--- src/rtl/edge_pkg.sv ---
// Shared types for the edge operand network: test opcodes and the operand
// word carried to reservation-station slots.
package edge_pkg;

    localparam int EDGE_DATA_W = 32;

    typedef enum logic [2:0] {
        TEQ  = 3'd0,
        TNE  = 3'd1,
        TLT  = 3'd2,
        TLE  = 3'd3,
        TGT  = 3'd4,
        TGE  = 3'd5,
        TLTU = 3'd6,
        TGEU = 3'd7
    } test_op_e;

    typedef struct packed {
        logic                   valid;
        logic [EDGE_DATA_W-1:0] data;
    } operand_t;

endpackage

--- src/rtl/pred_generator_if.sv ---
// Test-instruction intake and predicate-operand output bundle of pred_generator.
// slave is the generator's view, master is the surrounding pipeline's view.
interface pred_generator_if
    import edge_pkg::*;
#(
    parameter int DATA_W = 32,
    parameter int TGT_W  = 8
) ();

    logic              in_valid;
    logic              in_ready;
    test_op_e          in_op;
    logic [DATA_W-1:0] in_a;
    logic [DATA_W-1:0] in_b;
    logic [1:0]        in_num_tgt;
    logic [TGT_W-1:0]  in_tgt0;
    logic [TGT_W-1:0]  in_tgt1;

    logic              out_valid;
    logic              out_ready;
    logic [TGT_W-1:0]  out_tgt;
    operand_t          out_operand;

    modport slave (
        input  in_valid, in_op, in_a, in_b, in_num_tgt, in_tgt0, in_tgt1, out_ready,
        output in_ready, out_valid, out_tgt, out_operand
    );

    modport master (
        output in_valid, in_op, in_a, in_b, in_num_tgt, in_tgt0, in_tgt1, out_ready,
        input  in_ready, out_valid, out_tgt, out_operand
    );

endinterface

--- src/rtl/pred_compare.sv ---
// Purely combinational test evaluator: signed/unsigned magnitude and equality
// comparisons producing a single predicate bit.
module pred_compare
    import edge_pkg::*;
#(
    parameter int DATA_W = 32
) (
    input  test_op_e          op,
    input  logic [DATA_W-1:0] a,
    input  logic [DATA_W-1:0] b,
    output logic              result
);

    // Select the comparison requested by the opcode.
    always_comb begin
        result = 1'b0;
        case (op)
            TEQ:     result = (a == b);
            TNE:     result = (a != b);
            TLT:     result = ($signed(a) <  $signed(b));
            TLE:     result = ($signed(a) <= $signed(b));
            TGT:     result = ($signed(a) >  $signed(b));
            TGE:     result = ($signed(a) >= $signed(b));
            TLTU:    result = (a <  b);
            TGEU:    result = (a >= b);
            default: result = 1'b0;
        endcase
    end

endmodule

--- src/rtl/pred_generator.sv ---
// Evaluates a test instruction and fans its predicate out to up to two
// operand targets, one network handshake per target.
module pred_generator
    import edge_pkg::*;
#(
    parameter int DATA_W = 32,
    parameter int TGT_W  = 8
) (
    input  logic             clk,
    input  logic             rst_n,
    pred_generator_if.slave  bus,
    output logic             err_illegal,
    output logic [15:0]      sent_cnt
);

    localparam logic [1:0] ST_IDLE  = 2'd0;
    localparam logic [1:0] ST_SEND0 = 2'd1;
    localparam logic [1:0] ST_SEND1 = 2'd2;

    logic [1:0]       state_r;
    logic [1:0]       state_nx_s;
    logic             two_tgt_r;
    logic [TGT_W-1:0] tgt1_r;
    logic             out_valid_r;
    logic [TGT_W-1:0] out_tgt_r;
    logic [TGT_W-1:0] tgt_nx_s;
    operand_t         out_operand_r;
    logic             res_nx_s;
    logic             err_r;
    logic [15:0]      cnt_r;

    logic             cmp_res_s;
    logic             hs_s;
    logic             final_s;
    logic             in_ready_s;
    logic             acc_s;
    logic             legal_s;
    logic             acc_legal_s;

    pred_compare #(.DATA_W(DATA_W)) u_cmp (
        .op     (bus.in_op),
        .a      (bus.in_a),
        .b      (bus.in_b),
        .result (cmp_res_s)
    );

    // Handshake decode; a new test may enter while the last target is leaving.
    always_comb begin
        hs_s        = out_valid_r && bus.out_ready;
        final_s     = (state_r == ST_SEND1) || ((state_r == ST_SEND0) && !two_tgt_r);
        in_ready_s  = (state_r == ST_IDLE) || (final_s && bus.out_ready);
        acc_s       = bus.in_valid && in_ready_s;
        legal_s     = (bus.in_num_tgt == 2'd1) || (bus.in_num_tgt == 2'd2);
        acc_legal_s = acc_s && legal_s;
    end

    // Next-state logic; target counts 0 and 3 are consumed without output.
    always_comb begin
        state_nx_s = state_r;
        case (state_r)
            ST_IDLE: begin
                if (acc_legal_s) state_nx_s = ST_SEND0;
                else             state_nx_s = ST_IDLE;
            end
            ST_SEND0: begin
                if (hs_s) begin
                    if (two_tgt_r)        state_nx_s = ST_SEND1;
                    else if (acc_legal_s) state_nx_s = ST_SEND0;
                    else                  state_nx_s = ST_IDLE;
                end else begin
                    state_nx_s = ST_SEND0;
                end
            end
            ST_SEND1: begin
                if (hs_s) begin
                    if (acc_legal_s) state_nx_s = ST_SEND0;
                    else             state_nx_s = ST_IDLE;
                end else begin
                    state_nx_s = ST_SEND1;
                end
            end
            default: state_nx_s = ST_IDLE;
        endcase
    end

    // Next output payload: a fresh acceptance wins, then the SEND0->SEND1 step, else hold.
    always_comb begin
        tgt_nx_s = out_tgt_r;
        res_nx_s = out_operand_r.data[0];
        if (acc_legal_s) begin
            tgt_nx_s = bus.in_tgt0;
            res_nx_s = cmp_res_s;
        end else if ((state_r == ST_SEND0) && hs_s && two_tgt_r) begin
            tgt_nx_s = tgt1_r;
        end else begin
            tgt_nx_s = out_tgt_r;
        end
    end

    // State, latched targets and registered outputs.
    always_ff @(posedge clk or negedge rst_n) begin
        if (!rst_n) begin
            state_r       <= ST_IDLE;
            two_tgt_r     <= 1'b0;
            tgt1_r        <= '0;
            out_valid_r   <= 1'b0;
            out_tgt_r     <= '0;
            out_operand_r <= '0;
            err_r         <= 1'b0;
            cnt_r         <= 16'd0;
        end else begin
            state_r                 <= state_nx_s;
            out_valid_r             <= (state_nx_s != ST_IDLE);
            out_tgt_r               <= tgt_nx_s;
            out_operand_r.valid     <= (state_nx_s != ST_IDLE);
            out_operand_r.data      <= {{(EDGE_DATA_W-1){1'b0}}, res_nx_s};
            err_r                   <= acc_s && (bus.in_num_tgt == 2'd3);
            cnt_r                   <= cnt_r + {15'd0, hs_s};
            if (acc_legal_s) begin
                tgt1_r    <= bus.in_tgt1;
                two_tgt_r <= (bus.in_num_tgt == 2'd2);
            end
        end
    end

    assign bus.in_ready    = in_ready_s;
    assign bus.out_valid   = out_valid_r;
    assign bus.out_tgt     = out_tgt_r;
    assign bus.out_operand = out_operand_r;
    assign err_illegal     = err_r;
    assign sent_cnt        = cnt_r;

endmodule

--- src/flat_wrapper.sv ---
// flat-port wrapper written by rule: the top's interface ports become plain ports
module pred_generator_flat import edge_pkg::*;
#(
    parameter int DATA_W = 32,
    parameter int TGT_W  = 8
)
  (clk, rst_n, err_illegal, sent_cnt, bus_in_valid, bus_in_op, bus_in_a, bus_in_b, bus_in_num_tgt, bus_in_tgt0, bus_in_tgt1, bus_out_ready, bus_in_ready, bus_out_valid, bus_out_tgt, bus_out_operand);
  pred_generator_if #(.DATA_W(DATA_W), .TGT_W(TGT_W)) bus_i ();
  input  logic clk;
  input  logic rst_n;
  output logic err_illegal;
  output logic [15:0] sent_cnt;
  input wire logic [$bits(bus_i.in_valid)-1:0] bus_in_valid;
  input wire logic [$bits(bus_i.in_op)-1:0] bus_in_op;
  input wire logic [$bits(bus_i.in_a)-1:0] bus_in_a;
  input wire logic [$bits(bus_i.in_b)-1:0] bus_in_b;
  input wire logic [$bits(bus_i.in_num_tgt)-1:0] bus_in_num_tgt;
  input wire logic [$bits(bus_i.in_tgt0)-1:0] bus_in_tgt0;
  input wire logic [$bits(bus_i.in_tgt1)-1:0] bus_in_tgt1;
  input wire logic [$bits(bus_i.out_ready)-1:0] bus_out_ready;
  output wire logic [$bits(bus_i.in_ready)-1:0] bus_in_ready;
  output wire logic [$bits(bus_i.out_valid)-1:0] bus_out_valid;
  output wire logic [$bits(bus_i.out_tgt)-1:0] bus_out_tgt;
  output wire logic [$bits(bus_i.out_operand)-1:0] bus_out_operand;
  assign bus_i.in_valid = bus_in_valid;
  assign bus_i.in_op = bus_in_op;
  assign bus_i.in_a = bus_in_a;
  assign bus_i.in_b = bus_in_b;
  assign bus_i.in_num_tgt = bus_in_num_tgt;
  assign bus_i.in_tgt0 = bus_in_tgt0;
  assign bus_i.in_tgt1 = bus_in_tgt1;
  assign bus_i.out_ready = bus_out_ready;
  assign bus_in_ready = bus_i.in_ready;
  assign bus_out_valid = bus_i.out_valid;
  assign bus_out_tgt = bus_i.out_tgt;
  assign bus_out_operand = bus_i.out_operand;
  pred_generator #(.DATA_W(DATA_W), .TGT_W(TGT_W)) u_core (.clk(clk), .rst_n(rst_n), .bus(bus_i), .err_illegal(err_illegal), .sent_cnt(sent_cnt));
endmodule
--- config.mk ---
export PLATFORM = sky130hd
export DESIGN_NAME = pred_generator_flat
export DESIGN_NICKNAME = d
export VERILOG_FILES = /design/src/rtl/edge_pkg.sv /design/src/rtl/pred_generator_if.sv /design/src/rtl/pred_compare.sv /design/src/rtl/pred_generator.sv /design/src/flat_wrapper.sv
export SDC_FILE = /design/constraint.sdc
export NUM_CORES = 1
export LEC_CHECK = 0
export ABC_AREA = 1
export CORE_MARGIN = 2
export CORE_UTILIZATION = 37
export DETAILED_ROUTE_END_ITERATION = 8
export PLACE_DENSITY_LB_ADDON = 0.2
export SETUP_SLACK_MARGIN = 0.02
export SYNTH_ARGS = -nofsm -noshare
export SYNTH_HDL_FRONTEND = slang
export SYNTH_SLANG_ARGS = --single-unit
--- constraint.sdc ---
create_clock -name clk -period 1.9 [get_ports clk]
set_input_delay 0.285 -clock clk [delete_from_list [all_inputs] [get_ports clk]]
set_output_delay 0.285 -clock clk [all_outputs]
set_load 0.1 [all_outputs]
==> impl_metrics.json, run 1 <==
{
  "grt_start_max_net_pins": 32,
  "fmaxAchievable_ghz": 0.494,
  "syn_area_sq_um": 2900,
  "ys_seq_area_share_pct": 32.8,
  "syn_area_per_cell_sq_um": 7.87,
  "routed_wl_um": 6910,
  "cp-start-kind": "primary input",
  "timing.rr.end": "u_core.sent_cnt[12]$_DFF_PN0_",
  "drv_slew": 0,
  "yosys_warnings": 0,
  "min_path_type": "primary input to async pin",
  "area_growth_pct": 61.2,
  "rr_worst_depth": 13,
  "final-hold-violation-count": 0,
  "synth_compound_area_share_pct": 7.04,
  "wl_per_cell_um": 11.0,
  "slew_headroom_pct": 53.7,
  "rows": 32,
  "final_cell_mix": "nand2_1 (82), clkdlybuf4s50_1 (81), buf_4 (58), inv_1 (57), dfrtp_1 (32)",
  "via_count": 2755,
  "final_util_pct": 61.0,
  "grt_usage_pct": 15.9,
  "synth-edff-count": 0,
  "p_clk_share_pct": 11.1,
  "synthMuxAreaShare_pct": 0,
  "worst-endpoint-required_ns": 2.08,
  "synth_xor_area_share_pct": 3.63,
  "ys_ff_latch": 38,
  "ys_types": 32,
  "post_layout_nonfiller_instances": 627,
  "cts_made_buffers": 5,
  "netSwitchingFraction_pct": 55.1,
  "power.total_mw": 5.11,
  "clkLatencyLatePin_ns": 0.28,
  "io_buffers": 117,
  "dp_cells": 606,
  "combPwrFrac_pct": 63.4,
  "tightest_slew_ns": 0.695,
  "antenna_left": 0,
  "worstReg2RegStart": "u_core.bus.out_valid$_DFF_PN0_",
  "root_buffer": "clkbuf_8",
  "seqPwrFrac_pct": 25.5,
  "path_class": "primary input to flop",
  "p_per_area_nw_per_um2": 1090,
  "firstDrtPassIters": 4,
  "status": "complete, but fails checks",
  "period_minus_slack_ns": 2.03,
  "clock-sinks": 38,
  "antenna_found_initial": 0,
  "synth_top_family_by_area": "simple AND/OR/NAND/NOR gates",
  "first_global_vias": 2681,
  "cp-startpoint": "bus_in_a[27]",
  "synthAdderAreaFrac_pct": 15.6,
  "setup_slack_ns": -0.125,
  "place.gp.congestion": 0.758,
  "nets": 649,
  "netlist_instances": 368,
  "post-route-drc-count": 0,
  "start_util_pct": 37.9,
  "clk_path_buf_depth": 2,
  "grt.overflow.total": 0,
  "htree_levels": 2,
  "leakagePower_nw": 2.40,
  "fin_tns_setup_ns": -0.349,
  "finalSetupViolations": 4,
  "dp_hpwl_um": 5490,
  "drive_gt1_share_pct": 24.8,
  "min_period_over_period_pct": 107,
  "drv_cap": 0,
  "critPathCaptureType": "flop",
  "pin_count": 149,
  "worstPathArrival_ns": 2.20,
  "layout_commonest_cell": "nand2_1",
  "grt_pass1_wl_um": 11200,
  "reg2reg_setup_slack_ns": -0.12,
  "rsz0062_at_grt": "true",
  "violations": "negative setup slack",
  "core_sq_um": 7650,
  "skew_ns": 0.00877,
  "vdd_ir_drop_max_mv": 0.854,
  "crit_path_max_fanout": 4,
  "ys.flop_type": "dfrtp_1",
  "cts.clk_slew.worst_paths_ns": 0.07,
  "async_flop_share_pct": 100,
  "drt_iter0_drc": 42,
  "die_w_um": 92.5,
  "switchingPower_mw": 2.81,
  "diodes": 0,
  "internal_power_mw": 2.29,
  "die_h_um": 92.5,
  "cts_tree": "yes",
  "synth-simple-area-share_pct": 23.7,
  "die_area_sq_um": 8550,
  "viasPerCell": 4.39
}
==> worst max-delay path, stage by stage <==
cell             delay [ns]
clkdlybuf4s50_1        0.44
ha_4                   0.29
nand4_1                0.12
nor3_2                 0.23
nand2_1                0.10
nor2_2                 0.16
nand2_4                0.08
nand2_1                0.06
nand2_1                0.06
nand2_1                0.08
nor2_1                 0.05
nor2_1                 0.08
nand3_1                0.07
nand2_1                0.06
inv_1                  0.03
==> sequential cells by signal, indices dropped and copies added, names as in the netlist <==
register	flops
u_core.sent_cnt	16
u_core.bus.out_valid	1
u_core.state_r	2
u_core.err_illegal	1
u_core.bus.out_tgt	8
u_core.two_tgt_r	1
u_core.bus.out_operand	1
u_core.tgt1_r	8
==> Yosys cell counts (3+ instances only) <==
master	count	area [sq um]
nand2_1	88	330
inv_1	60	225
dfrtp_1	38	951
ha_1	36	450
buf_4	33	248
nor2_1	26	97.6
a21oi_1	16	80.1
xor2_1	10	87.6
nand3_1	9	45.0
a31oi_1	5	31.3
o21ai_0	5	25.0
nand4_1	4	25.0
buf_2	3	15.0
nand3_2	3	30.0
nor3_1	3	15.0
nor3_2	3	30.0
o211ai_1	3	22.5
o21a_1	3	22.5
==> worst max-delay path by stage <==
stage / end / slack (ns) / cells past startpoint
after floorplan: u_core.sent_cnt[14]$_DFF_PN0_ / -0.33 / 12
after global placement: u_core.bus.out_operand[0]$_DFFE_PN0N_ / -0.42 / 16
after detailed placement: u_core.bus.out_operand[0]$_DFFE_PN0N_ / -0.48 / 16
after CTS: u_core.sent_cnt[15]$_DFF_PN0_ / -0.1 / 14
after global routing: u_core.bus.out_operand[0]$_DFFE_PN0N_ / -0.29 / 15
final: u_core.bus.out_operand[0]$_DFFE_PN0N_ / -0.13 / 15
==> metrics by stage <==
stage / worst slack (ns) / instance area, sq um / hold slack, ns
floorplan: -0.330 / 3070 / -0.0106
detailed placement: -0.480 / 4270 / 0.381
global route: -0.286 / 4670 / 0.0884
global placement: -0.418 / 4270 / 0.362
finish: -0.125 / 4670 / 0.0411
CTS: -0.0959 / 4540 / 0.0688
==> what timing repair did <==
action                                  in CTS  in global routing
resized for setup                           25                 20
setup buffers                                7                  6
pin swaps                                   42                 12
hold buffers                                 0                  0
endpoints found under the setup margin       7                 10
cloned                                       0                  0
==> area by class of cell <==
| type | count | area (sq um) |
|---|---|---|
| inverters | 62 | 235 |
| clock buffers | 7 | 86.3 |
| flip-flops and latches | 38 | 961 |
| repair buffers | 155 | 1440 |
| clock inverters | 1 | 5.00 |
| fillers | 687 | 2980 |
| multi-input cells | 262 | 1810 |
| well taps | 102 | 128 |
==> metal layers <==
metal  share of wire (%)  global-route usage [%]  vias up
li1                    -                       -     1403
met1                  39                    17.5     1253
met2                  54                    30.7       91
met3                 5.4                    3.34        8
met4                 1.7                    4.35        0
met5                   0                       0        -
==> power by group through the flow <==
stage	combinational [mW]	clock, mW	sequential (mW)
finish	3.24	0.566	1.30
global route	3.42	0.619	1.34
CTS	3.21	0.589	1.30
detailed placement	3.15	0	1.31
global placement	3.11	0	1.30
floorplan	1.11	0	2.55
==> cell families after synthesis <==
kind of cell | Yosys count
compound gates | 35
simple gates | 148
buf+inv | 98
flops | 38
other cells | 1
fa+ha+maj | 36
xor+xnor | 12
No activity file was read; power rests on OpenSTA's default activity.
==> run 2, diff against run 1 <==
--- a/config.mk
+++ b/config.mk
@@ -7,10 +7,11 @@
 export LEC_CHECK = 0
 export ABC_AREA = 1
 export CORE_MARGIN = 2
-export CORE_UTILIZATION = 37
+export CORE_UTILIZATION = 41
 export DETAILED_ROUTE_END_ITERATION = 8
 export PLACE_DENSITY_LB_ADDON = 0.2
 export SETUP_SLACK_MARGIN = 0.02
 export SYNTH_ARGS = -nofsm -noshare
 export SYNTH_HDL_FRONTEND = slang
+export SYNTH_HIERARCHICAL = 1
 export SYNTH_SLANG_ARGS = --single-unit
==> constraint.sdc (replaced) <==
create_clock -name clk -period 2.2 [get_ports clk]
set_input_delay 0.33 -clock clk [delete_from_list [all_inputs] [get_ports clk]]
set_output_delay 0.33 -clock clk [all_outputs]
set_load 0.1 [all_outputs]
==> run 2 against run 1 <==
  * The flow finishes with violations (negative hold slack)
  * Worst setup slack improved by 0.30 ns
  * Global-route usage rose by 0.69 points
  * Worst hold slack got worse by 0.042 ns
  * Clock power fell by 14%
  * Register-to-register slack improved by 0.59 ns
==> impl_metrics.json, run 2 <==
{
  "critPathCaptureType": "flop",
  "crit_path_max_fanout": 3,
  "antenna_left": 0,
  "antenna_found_initial": 0,
  "min_period_over_period_pct": 92.1,
  "fin_hold_ws_ns": -0.00104,
  "violations": "negative hold slack",
  "grt.overflow.total": 0,
  "synth_common_cells": "nand2_1 (98), inv_1 (62), dfrtp_1 (38)",
  "worst-endpoint-required_ns": 2.43,
  "final_cell_mix": "nand2_1 (85), clkdlybuf4s50_1 (55), buf_4 (46), inv_1 (45), dfrtp_1 (36)",
  "power.total_mw": 4.22,
  "cts.clk_slew.worst_paths_ns": 0.07,
  "reg2reg_setup_slack_ns": 0.47,
  "path_class": "primary input to flop",
  "cts_tree": "yes",
  "skew_ns": 0.00402,
  "grt_pass1_wl_um": 10600,
  "routed_wl_um": 7530,
  "cts_made_buffers": 5,
  "root_buffer": "clkbuf_8",
  "post-place-ws_ns": -0.210,
  "synth_top_family_by_area": "simple AND/OR/NAND/NOR gates",
  "synth-edff-count": 0,
  "netlist_instances": 394,
  "drv_slew": 0,
  "fmaxAchievable_ghz": 0.493,
  "yosysTopAreaCellShare_pct": 31.7,
  "firstDrtPassIters": 4,
  "largest_reg_flops": 16,
  "dp_hpwl_um": 5610,
  "htree_levels": 2,
  "vdd_ir_drop_max_mv": 0.694,
  "synth-simple-area-share_pct": 27.2,
  "rows": 31,
  "worstPathArrival_ns": 2.26,
  "p_per_area_nw_per_um2": 878,
  "die_area_sq_um": 8020,
  "io_buffers": 117,
  "clkLatencyLatePin_ns": 0.29,
  "worstReg2RegStart": "u_core/bus.out_operand[32]$_DFF_PN0_",
  "ys_ff_latch": 38,
  "synth.area.top_cells": "dfrtp_1 (32%), ha_1 (15%), nand2_1 (12%)",
  "ys.flop_type": "dfrtp_1",
  "nets": 657,
  "post-route-drc-count": 0,
  "die_w_um": 89.6,
  "wl_per_cell_um": 11.9,
  "yosys_warnings": 6,
  "rr_worst_depth": 9,
  "timing.rr.end": "u_core/sent_cnt[12]$_DFF_PN0_",
  "cp-start-kind": "primary input",
  "final-hold-violation-count": 5,
  "status": "complete, but fails checks",
  "die_h_um": 89.6,
  "start_util_pct": 41.8,
  "first_global_vias": 2588,
  "core_sq_um": 7180,
  "synthAdderAreaFrac_pct": 15.0,
  "finalSetupViolations": 0,
  "drv_cap": 0,
  "period_minus_slack_ns": 2.03,
  "layout_commonest_cell": "nand2_1",
  "async_flop_share_pct": 100,
  "ys_seq_area_share_pct": 31.7,
  "grt_start_max_net_pins": 24,
  "viasPerCell": 4.55,
  "min_path_type": "primary input to async pin",
  "clk_path_buf_depth": 2,
  "yosysMostFrequentCell": "nand2_1",
  "drive_gt1_share_pct": 25.7,
  "via_count": 2875,
  "area_growth_pct": 59.9,
  "syn_area_per_cell_sq_um": 7.62,
  "synth_compound_area_share_pct": 5.13,
  "leakagePower_nw": 2.67,
  "pin_count": 149,
  "final_util_pct": 66.9,
  "syn_area_sq_um": 3000,
  "diodes": 0,
  "ys_types": 32,
  "place.gp.congestion": 0.854,
  "setup_slack_ns": 0.173,
  "drt_iter0_drc": 49,
  "synthMuxAreaShare_pct": 0,
  "synth_xor_area_share_pct": 3.79,
  "clock-sinks": 38,
  "grt_usage_pct": 16.6,
  "yosys.area.top_type": "dfrtp_1"
}
-- run 2: cell types whose count changed in the layout (fill, tap and decap cells not counted), sizes merged, moves of 4 or more --
cell,previous run,this run
a31oi,5,0
buf,68,49
clkdlybuf4s50,81,55
dlygate4sd2,6,0
dlymetal6s2s,0,32
nand2,90,100
nand3,13,34
nand4,5,11
nor3,7,3
-- run 2: logic make-up after synthesis --
logic type      after synthesis
other cells                   1
flops                        38
xor+xnor                     13
simple gates                180
buf+inv                      99
fa+ha+maj                    36
compound gates               27
-- run 2: how the worst max path moves through the flow --
stage	start	endpoint	slack [ns]	cells past startpoint
finish	bus_in_a[7]	u_core/bus.out_operand[0]$_DFFE_PN0N_	0.17	14
global route	bus_in_a[7]	u_core/bus.out_operand[0]$_DFFE_PN0N_	-0.02	15
CTS	bus_in_b[19]	u_core/bus.out_operand[0]$_DFFE_PN0N_	0.1	14
detailed placement	bus_in_b[19]	u_core/bus.out_operand[0]$_DFFE_PN0N_	-0.21	14
global placement	bus_in_b[19]	u_core/bus.out_operand[0]$_DFFE_PN0N_	-0.18	14
floorplan	u_core/bus.out_operand[32]$_DFF_PN0_	u_core/sent_cnt[12]$_DFF_PN0_	0.06	9
-- run 2: timing repair --
action | 4_1_cts | 5_1_grt
gates resized for setup | 0 | 106
hold endpoints to repair | 0 | 0
setup buffers | 0 | 3
hold buffers | 0 | 0
endpoints found under the setup margin | 0 | 1
-- run 2: layout make-up --
type	count	area [sq um]
repair buffers	136	1340
flip-flops and latches	38	953
multi-input cells	287	2050
clock buffers	7	86.3
inverters	64	243
fillers	573	2370
clock inverters	1	5.00
well taps	99	124
-- run 2: per-stage QoR --
| stage | hold WS (ns) | cell area (sq um) | TNS, ns | std cells |
|---|---|---|---|---|
| floorplan | 0.0344 | 3120 | 0 | 424 |
| global placement | 0.333 | 4210 | -0.184 | 621 |
| detailed placement | 0.327 | 4210 | -0.210 | 621 |
| CTS | 0.0111 | 4300 | 0 | 629 |
| global route | 0.0313 | 4800 | -0.0203 | 632 |
| finish | -0.00104 | 4800 | 0 | 632 |
-- run 2: power breakdown --
part	internal, mW	switching, mW
Clock	0.253	0.236
Combinational	0.679	1.94
Sequential	0.937	0.168
-- run 2: routing by layer --
layer / wire (um) / global-route usage [%] / vias to the layer above / share of wire [%]
met5: 0 / 0 / - / 0
met4: 170 / 5.70 / 0 / 2.3
met3: 417 / 3.69 / 17 / 5.5
met2: 3980 / 30.7 / 98 / 53
met1: 2960 / 18.6 / 1301 / 39
li1: - / - / 1459 / -
-- run 2: critical path, stage by stage --
cell and delay, ns:
clkdlybuf4s50_1 0.45, ha_4 0.29, nand2_2 0.07, nor2_4 0.11, nand4_1 0.10, nor2_1 0.14, nand4_1 0.17, buf_4 0.18
buf_4 0.12, nand3_1 0.07, nand2_1 0.05, nand4_1 0.07, nand2_1 0.05, nand2_1 0.06
